$ cat src/rtl/fiq_pkg.sv
// ============================================================================
//  Module      : fiq_pkg
//  Description : Shared widths, entry layout and slot-PC helper for the
//                fetch instruction queue.
//  Revision    : 1.0 - initial release
// ============================================================================
`default_nettype none

package fiq_pkg;

    // Entry layout: {pc, inst}, PC in the upper half
    localparam int FIQ_PC_WD    = 32;
    localparam int FIQ_INST_WD  = 32;
    localparam int FIQ_ENTRY_WD = FIQ_PC_WD + FIQ_INST_WD;

    // Default geometry
    localparam int FIQ_FETCH_W  = 2;
    localparam int FIQ_ISSUE_W  = 2;
    localparam int FIQ_DEPTH    = 8;

    // PC of slot 'slot' inside the aligned fetch block containing base_pc
    function automatic logic [31:0] fiq_slot_pc(
        input logic [31:0] base_pc,
        input int          slot,
        input int          fetch_w
    );
        logic [31:0] block_mask;
        block_mask = ~((fetch_w << 2) - 1);
        return (base_pc & block_mask) | (slot << 2);
    endfunction

endpackage

`default_nettype wire

$ cat src/rtl/fiq_compact.sv
// ============================================================================
//  Module      : fiq_compact
//  Description : Left-justifies the kept slots (start..end) of a fetch packet
//                into {pc, inst} entries and reports how many were kept.
//  Revision    : 1.0 - initial release
// ============================================================================
`default_nettype none

module fiq_compact
    import fiq_pkg::*;
#(
    parameter int FETCH_W = FIQ_FETCH_W,
    parameter int SLOT_WD = (FETCH_W > 1) ? $clog2(FETCH_W) : 1,
    parameter int CNT_WD  = $clog2(FETCH_W + 1)
) (
    input  logic [31:0]                     fetch_pc,
    input  logic [FETCH_W*32-1:0]           fetch_data,
    input  logic [SLOT_WD-1:0]              start_slot,
    input  logic [SLOT_WD-1:0]              end_slot,
    output logic [FETCH_W*FIQ_ENTRY_WD-1:0] entries,
    output logic [CNT_WD-1:0]               n
);

    // Output entry j carries packet slot start+j; entries past n are don't-care
    for (genvar j = 0; j < FETCH_W; j++) begin : g_slot
        logic [SLOT_WD:0]   w_slot;
        logic [SLOT_WD-1:0] w_sel;
        assign w_slot = {1'b0, start_slot} + (SLOT_WD+1)'(j);
        assign w_sel  = w_slot[SLOT_WD-1:0];
        assign entries[j*FIQ_ENTRY_WD +: FIQ_ENTRY_WD] =
            {fiq_slot_pc(fetch_pc, 32'(w_slot), FETCH_W), fetch_data[w_sel*32 +: 32]};
    end

    // Kept-slot count; an end index before the start slot means an empty packet
    always_comb begin
        n = '0;
        if (end_slot >= start_slot) begin
            n = CNT_WD'({1'b0, end_slot} - {1'b0, start_slot} + 1'b1);
        end
    end

endmodule

`default_nettype wire

$ cat src/rtl/fetch_inst_queue.sv
// ============================================================================
//  Module      : fetch_inst_queue
//  Description : Circular decoupling queue between fetch and decode. Stores
//                the kept slots of each fetch packet in order and presents up
//                to ISSUE_W oldest instructions with their PCs.
//  Revision    : 1.0 - initial release
// ============================================================================
`default_nettype none

module fetch_inst_queue
    import fiq_pkg::*;
#(
    parameter int FETCH_W = FIQ_FETCH_W,
    parameter int ISSUE_W = FIQ_ISSUE_W,
    parameter int DEPTH   = FIQ_DEPTH
) (
    input  logic                                         clk,
    input  logic                                         resetn,
    input  logic                                         flush,
    input  logic                                         fetch_valid,
    input  logic [31:0]                                  fetch_pc,
    input  logic [FETCH_W*32-1:0]                        fetch_data,
    input  logic [((FETCH_W > 1) ? $clog2(FETCH_W) : 1)-1:0] fetch_end,
    output logic                                         fetch_ready,
    output logic [ISSUE_W-1:0]                           issue_valid,
    output logic [ISSUE_W*32-1:0]                        issue_pc,
    output logic [ISSUE_W*32-1:0]                        issue_inst,
    input  logic [$clog2(ISSUE_W+1)-1:0]                 issue_accept,
    output logic [$clog2(DEPTH+1)-1:0]                   occupancy
);

    localparam int c_slot_wd = (FETCH_W > 1) ? $clog2(FETCH_W) : 1;
    localparam int c_n_wd    = $clog2(FETCH_W + 1);
    localparam int c_ptr_wd  = $clog2(DEPTH);
    localparam int c_cnt_wd  = $clog2(DEPTH + 1);

    logic [FIQ_ENTRY_WD-1:0]         r_mem [DEPTH];
    logic [c_ptr_wd-1:0]             r_head;
    logic [c_ptr_wd-1:0]             r_tail;
    logic [c_cnt_wd-1:0]             r_count;

    logic [c_slot_wd-1:0]            w_start;
    logic [FETCH_W*FIQ_ENTRY_WD-1:0] w_entries;
    logic [c_n_wd-1:0]               w_n;
    logic                            w_enq_fire;
    logic [c_cnt_wd-1:0]             w_n_enq;
    logic [c_cnt_wd-1:0]             w_avail;
    logic [c_cnt_wd-1:0]             w_accept;
    logic [c_cnt_wd-1:0]             w_n_deq;

    if (FETCH_W > 1) begin : g_start_multi
        assign w_start = fetch_pc[c_slot_wd+1:2];
    end else begin : g_start_single
        assign w_start = '0;
    end

    fiq_compact #(
        .FETCH_W (FETCH_W),
        .SLOT_WD (c_slot_wd),
        .CNT_WD  (c_n_wd)
    ) u_compact (
        .fetch_pc   (fetch_pc),
        .fetch_data (fetch_data),
        .start_slot (w_start),
        .end_slot   (fetch_end),
        .entries    (w_entries),
        .n          (w_n)
    );

    // Ready only from the registered count: a same-cycle dequeue earns no credit
    assign fetch_ready = (r_count <= c_cnt_wd'(DEPTH - FETCH_W));
    assign w_enq_fire  = fetch_valid & fetch_ready & ~flush;
    assign w_n_enq     = w_enq_fire ? c_cnt_wd'(w_n) : '0;

    // Consumer over-acceptance is clamped to what is actually presented
    assign w_avail  = (r_count < c_cnt_wd'(ISSUE_W)) ? r_count : c_cnt_wd'(ISSUE_W);
    assign w_accept = c_cnt_wd'(issue_accept);
    assign w_n_deq  = (w_accept < w_avail) ? w_accept : w_avail;

    // Issue window: the oldest ISSUE_W entries, valid as a contiguous prefix
    for (genvar i = 0; i < ISSUE_W; i++) begin : g_issue
        logic [c_ptr_wd-1:0] w_rd_idx;
        assign w_rd_idx                = r_head + c_ptr_wd'(i);
        assign issue_valid[i]          = (r_count > c_cnt_wd'(i));
        assign issue_pc[i*32 +: 32]    = r_mem[w_rd_idx][FIQ_ENTRY_WD-1 -: FIQ_PC_WD];
        assign issue_inst[i*32 +: 32]  = r_mem[w_rd_idx][FIQ_INST_WD-1:0];
    end

    assign occupancy = r_count;

    // Storage write: compacted entry j lands at tail+j, wrapping naturally
    always_ff @(posedge clk) begin
        if (w_enq_fire) begin
            for (int j = 0; j < FETCH_W; j++) begin
                if (c_n_wd'(j) < w_n) begin
                    r_mem[r_tail + c_ptr_wd'(j)] <= w_entries[j*FIQ_ENTRY_WD +: FIQ_ENTRY_WD];
                end
            end
        end
    end

    // Pointers and count; reset beats flush, flush discards this cycle's traffic
    always_ff @(posedge clk) begin
        if (!resetn) begin
            r_head  <= '0;
            r_tail  <= '0;
            r_count <= '0;
        end else if (flush) begin
            r_head  <= '0;
            r_tail  <= '0;
            r_count <= '0;
        end else begin
            r_head  <= r_head + c_ptr_wd'(w_n_deq);
            r_tail  <= r_tail + c_ptr_wd'(w_n_enq);
            r_count <= r_count + w_n_enq - w_n_deq;
        end
    end

endmodule

`default_nettype wire

$ cat config.mk
export PLATFORM = sky130hd
export DESIGN_NAME = fetch_inst_queue
export DESIGN_NICKNAME = d
export VERILOG_FILES = /design/src/rtl/fiq_pkg.sv /design/src/rtl/fiq_compact.sv /design/src/rtl/fetch_inst_queue.sv
export SDC_FILE = /design/constraint.sdc
export NUM_CORES = 1
export LEC_CHECK = 0
export ABC_AREA = 1
export BUFFER_PORTS_ARGS = -buffer_cell sky130_fd_sc_hd__buf_4
export CAP_MARGIN = 20
export CORE_MARGIN = 5
export CORE_UTILIZATION = 55
export CTS_CLUSTER_SIZE = 28
export DETAILED_ROUTE_END_ITERATION = 8
export PLACE_DENSITY = 0.77
export SLEW_MARGIN = 20
export SYNTH_ARGS = -nofsm -noshare
export SYNTH_HDL_FRONTEND = slang
export SYNTH_SLANG_ARGS = --single-unit
$ cat constraint.sdc
create_clock -name clk -period 3.7 [get_ports clk]
set_input_delay 0.74 -clock clk [delete_from_list [all_inputs] [get_ports clk]]
set_output_delay 0.74 -clock clk [all_outputs]
set_load 0.05 [all_outputs]
After elaboration in Yosys (flattened, before gate mapping)
Memory sizes are Yosys's and may differ from the RTL's. A register that Yosys moved wholly into a read port is not among the register bits.
Cells that the tools add are included.

word-level totals
  bits in registers = 10
  bits in writable memories = 512
  input port bits = 103
  output and inout bits = 135
  word-level logic and storage cells = 41
  memories kept = 1

memories
  memory  words  bits a word  read ports  clocked after memory_dff  write ports  RTL line                RTL
  r_mem   8      64           2           1                         2            fetch_inst_queue.sv:37  logic [FIQ_ENTRY_WD-1:0] r_mem [DEPTH];

operators by class
  $add $sub $neg = 9
  order comparisons = 8
  shift operators = 2
  mux-type cells = 11
  bitwise operators = 6
  reductions and logical operators = 1

operators by type and width
  kind                 number
  $shiftx 64x7->32     2
  $or 32x3->32         1
  $or 32x4->32         1
  $gt 4x1->1 const B   2
  $mux 4               2
  $add 3x1->3 const B  2
  $mux 1               6
  $add 4x2->4          1
  $le 4x3->1 const B   1
  $lt 1x2->1 const A   2
  $lt 2x4->1           1
  $lt 4x2->1 const B   1
  $mux 2               2
  $sub 4x4->4          1
  $add 3x2->3          1
  $add 3x3->3          1
  $mux 3               1
  $add 1x1->2 const B  1
  $add 2x1->2 const B  1
  $and 1x1->1          2
  $not 1->1            2
  $reduce_or 2->1      1
  $sub 1x1->2          1
  $ge 1x1->1           1

Logic depth before layout (Yosys ltp)
  depth in word-level cells = 7
  mapped depth = 18
  gate-level depth less buffers = 18

By module
A second synthesis with hierarchy kept.

second synthesis, totals
  cells, all modules = 4,953
  area total of the unflattened synthesis = 35,670.5 um^2

by module, submodules not included
  module            instances  cells an instance  area an instance (um^2)  seq. area each (um^2)
  fetch_inst_queue  1          4,681              34,364.2                 15,574.9
  fiq_compact       1          272                1,306.3                  0.0

Worst setup path after synthesis
OpenSTA, ideal clock, no wires.

  path type = in2reg
  start point = in fetch_pc[2]
  end point = mem r_mem[7][0] (netlist name) (enable)
  setup time = 421 ps
  arrival = 3,253 ps
  required time = 3,279 ps
  slack = 25 ps
  stages on the path = 10
  buffers on the path = 4
  cells stage by stage = buf_2 > inv_2 > buf_2 > ha_1 > inv_1 > nor2_2 > buf_6 > nand2_2 > buf_2 > nand2_1

RTL lines
  element      RTL line                RTL
  from (decl)  fetch_inst_queue.sv:21  input logic [31:0] fetch_pc,
  to (decl)    fetch_inst_queue.sv:37

Worst setup path after layout
  start point = reg r_head[0]
  end point = out issue_pc[46]

between the ends
  longest elaborated chain between the ends = 2

ends and longest elaborated chain
  element                 RTL line                 RTL
  from (decl)             fetch_inst_queue.sv:38   logic [c_ptr_wd-1:0] r_head;
  from (signal assigned)  fetch_inst_queue.sv:113  r_head <= r_head + c_ptr_wd'(w_n_deq);
  $add 3x1->3             fetch_inst_queue.sv:83   assign w_rd_idx = r_head + c_ptr_wd'(i);
  $mem_v2 8x64            --
  to (decl)               fetch_inst_queue.sv:26   output logic [ISSUE_W*32-1:0] issue_pc,

No other way between the ends.

==> results.txt <==
----------------------------------------------------
[Run status]
  Result of the run ... completed

[Clock tree]
  # clock sinks ... just over 500
  Num CTS Buffers ... 55
  Post-CTS clock slew at the launch and capture registers of the worst setup and hold paths ... approximately 0.06 ns
  Clock Tree Buf Depth ... 3
  Clk_lat worst skew ... 0.61 ns
  Number of setup buffers added after CTS ... 0
  Number of H-tree levels ... 2
  CTS Root Cell ... sky130_fd_sc_hd__clkbuf_16
  Clock tree from TritonCTS ... built

[Pwr]
  Combinational fraction of design power ... 0.496
  Overall power of the completed layout ... approximately 24 mW
  Switch share ... 0.453
  Leakage dissipation ... approximately 15 nW
  Sequential group share of total power ... 0.271
  IR drop worst, VDD ... ~590 uV
  Cell internal power dissipation ... roughly 13 mW
  Pwr Density ... roughly 700 nW/um^2
  Clk network pwr share ... 0.233
  Switching power ... 10.9 mW

[Route]
  Number of DRC markers in iteration 0 ... approximately 2,900
  Sum of routed wire length over all layers ... between 90,000 and 100,000 microns
  Number of design rule violations left after detail routing ... 0
  Average wire per cell in the routed design ... between 15 and 20 microns
  DRT antenna net count ... 0
  Via density per instance ... 5.82
  Overall via count from detail_route ... between 20,000 and 30,000
  TritonRoute pass-1 iters ... 6

[Logic synthesis]
  Register area share after synthesis ... 0.494
  Unique cell type count in the Yosys netlist ... 36
  Yosys warns ... 0
  Syn Inst Count ... about 3,800
  Proportion of netlist area held by the largest area contributor ... 0.488
  Flops & latches, synth ... roughly 510
  Commonest register cell after synthesis ... sky130_fd_sc_hd__edfxtp_1
  EDFF count, synth ... between 400 and 500
  Cells taking the most area after synthesis ... sky130_fd_sc_hd__edfxtp_1 (49%), sky130_fd_sc_hd__nand2_1 (18%), sky130_fd_sc_hd__nand3_1 (4.7%), sky130_fd_sc_hd__inv_1 (4.6%), sky130_fd_sc_hd__o211ai_1 (4.5%)
  Cell type with the highest aggregate area in the netlist ... sky130_fd_sc_hd__edfxtp_1
  Syn avg cell area ... approximately 8 sq um
  Synthesized cell area ... slightly above 30,000 sq um
  List of most frequent post-synthesis cells ... sky130_fd_sc_hd__nand2_1 (1,433), sky130_fd_sc_hd__edfxtp_1 (496), sky130_fd_sc_hd__inv_1 (373)
  Fraction of registers with async set or reset after synthesis ... 0
  Leading cell type by number of instances after synthesis ... sky130_fd_sc_hd__nand2_1

[STA]
  Unrepaired setup endpoints after global routing ... false
  F_max ... between 200 and 300 MHz
  Shortest period the worst path allows ... 3.55 ns
  Total count of hold-check failures in the final report ... 0
  Ratio of final minimum period to clock period ... 0.961
  Max-slew headroom at the worst pin ... 0.359
  Setup skew after layout ... ~0.018 ns
  Total negative slack for setup checks ... 0 ns
  Slack of the critical path ... between 0.1 and 0.15 ns
  Final count of negative-setup-slack endpoints ... 0
  Worst Max-Slew Pin Slew ... ~0.96 ns
  Pins Over Slew Limit ... 0

[Place]
  Port Buf Inserts ... approximately 230
  Area after detailed placement ... around 32,000 sq um
  Worst slack, placed ... between 0.6 and 0.7 ns
  DP Wirelength ... between 50,000 and 60,000 microns
  Global placement routability congestion ... 0.854

[Global route]
  Met2 usage in global routing ... 0.494
  Vias in the first global route ... between 20,000 and 30,000
  Antenna violations before repair ... 1
  Pin count of the biggest net entering global routing ... between 200 and 250
  Total grt overflow ... 0
  Met1 track demand over resource in global routing ... 0.380
  GR Util All Layers ... 0.294
  Global-route wire length before repair ... roughly 140,000 microns
  Met3 global-route usage ... 0.0447
  Global routing's busiest layer ... met2

[Run]
  Maximum capacitance violations ... 0

[Setup path]
  Required time worst endpoint ... roughly 3.0 ns
  Type of origin of the critical path ... flip-flop
  Capturing point of the worst reg2reg path ... occupancy[2]
  Crit. Startpoint ... r_head[0]
  Nature of the critical path endpoint ... output port
  Critical path start-end classification ... reg -> out
  Critical path peak fanout ... between 40 and 50
  Setup slack on the worst flop-to-flop path ... 0.78 ns
  Startpoint of the worst-slack reg-to-reg timing path ... occupancy[2]
  Worst Reg-to-Reg Cells ... 17
  Data arrival time at the worst-slack endpoint ... ~2.8 ns

[Die]
  Initial Util ... 0.554
  Count of boundary I/O pins ... about 240
  Width of the chip ... roughly 250 microns
  Core ar. ... ~55,000 sq um
  DIE AREA ... roughly 60,000 sq um
  Placement row count ... between 80 and 90
  Die Height ... 246 microns

[Final layout]
  Finished Cell Area ... around 34,000 sq um
  Fraction of layout instances using a drive strength above 1 ... 0.111
  Filler instances ... ~4,600
  Number of nets in the final layout ... slightly above 4,000
  Fraction of the core area covered by cells at the end of the flow ... 0.624
  Synthesis-to-layout area growth ... 12.5%
  ANT cells ... 0

[Worst hold path]
  Tightest Hold Check Type ... in -> reg
  Hold worst-path end ... r_mem[0][36]
  Worst hold path stage count ... 1
  Hold_sp ... fetch_pc[4]

----------------------------------------------------
-- area by class of cell --
class                           count  area [sq um]  area share
Clock buffer                       65          1460      0.0424
Clock inverter                     36           372      0.0108
Inverter                          380          1440      0.0420
Multi-Input combinational cell   2660         12400       0.360
Sequential cell                   506         15100       0.440
Tap cell                          748           936      0.0272
Timing Repair Buffer              304          2680      0.0779
-- logic make-up (layout without fill, tap and decap cells) --
family / Yosys count / after routing / share of synthesized area
and+or+nand+nor: 1762 / 1762 / 0.232
AOI/OAI and AO/OA: 874 / 874 / 0.161
buffers and inverters: 671 / 785 / 0.104
DFF: 506 / 506 / 0.494
adders and majority gates: 17 / 17 / 0.00795
xor gates and xnor gates: 3 / 3 / 0.00111
other: 1 / 4 / 0.000123
-- worst max-delay path by stage --
stage	end	slack, ns	depth (start not counted)
floorplan	r_mem[7][0]	0.03	10
global placement	issue_inst[33]	0.64	7
detailed placement	issue_pc[34]	0.63	7
CTS	issue_pc[34]	0.01	7
global route	issue_pc[47]	0.04	8
finish	issue_pc[46]	0.15	8
-- repair_timing --
action	CTS	global route
endpoints found under the hold margin	0	0
hold buffers	0	0
gates cloned	0	1
setup endpoints to repair	2	10
gates resized for setup	2	3
-- critical path, cell delays in order (launching register included) --
cell                       delay [ns]
sky130_fd_sc_hd__dfxtp_4         0.57
sky130_fd_sc_hd__ha_4            0.31
sky130_fd_sc_hd__inv_8           0.27
sky130_fd_sc_hd__buf_12          0.30
sky130_fd_sc_hd__o211ai_1        0.14
sky130_fd_sc_hd__nand2_1         0.09
sky130_fd_sc_hd__nand2_1         0.05
sky130_fd_sc_hd__o21ai_1         0.17
sky130_fd_sc_hd__buf_4           0.25
-- metal layers --
metal	vias to the layer above	part of all wire
li1	13000	-
met4	2	0.050
met3	343	0.11
met2	1575	0.47
met1	12500	0.37
met5	-	0.00014
-- through the flow --
stage,cells,hold WS [ns]
after floorplan,3837,0.581
after global placement,4597,0.628
after detailed placement,4597,0.630
after CTS,4698,0.339
after global routing,4699,0.350
final,4699,0.365
-- power by group through the flow --
stage	registers, mW	logic, mW	clock network (mW)
floorplan	6.67	8.45	0
global placement	6.66	11.7	0
detailed placement	6.66	11.8	0
CTS	6.54	11.8	5.65
global route	6.55	12.8	5.90
finish	6.54	12.0	5.61
-- sequential cells by signal (all words and copies together), names as in the netlist --
register	flops
occupancy	4
r_head	3
r_mem	496
r_tail	3
-- cells in the final DEF (no fill, tap or decap), drive strengths merged --
cell type,instances
clkinv,25
inv,381
xor2,2
nand2,1441
buf,303
edfxtp,496
clkbuf,66
nand3,289
clkinvlp,2
fa,4
ha,13
a21oi,247
o22ai,2
o21ai,439
dfxtp,10
o21a,1
o211ai,185
nor2,30
xnor2,1
nand4,1
conb,4
bufinv,8
and2,1
Note: power is estimated with default switching activity, not from simulation.
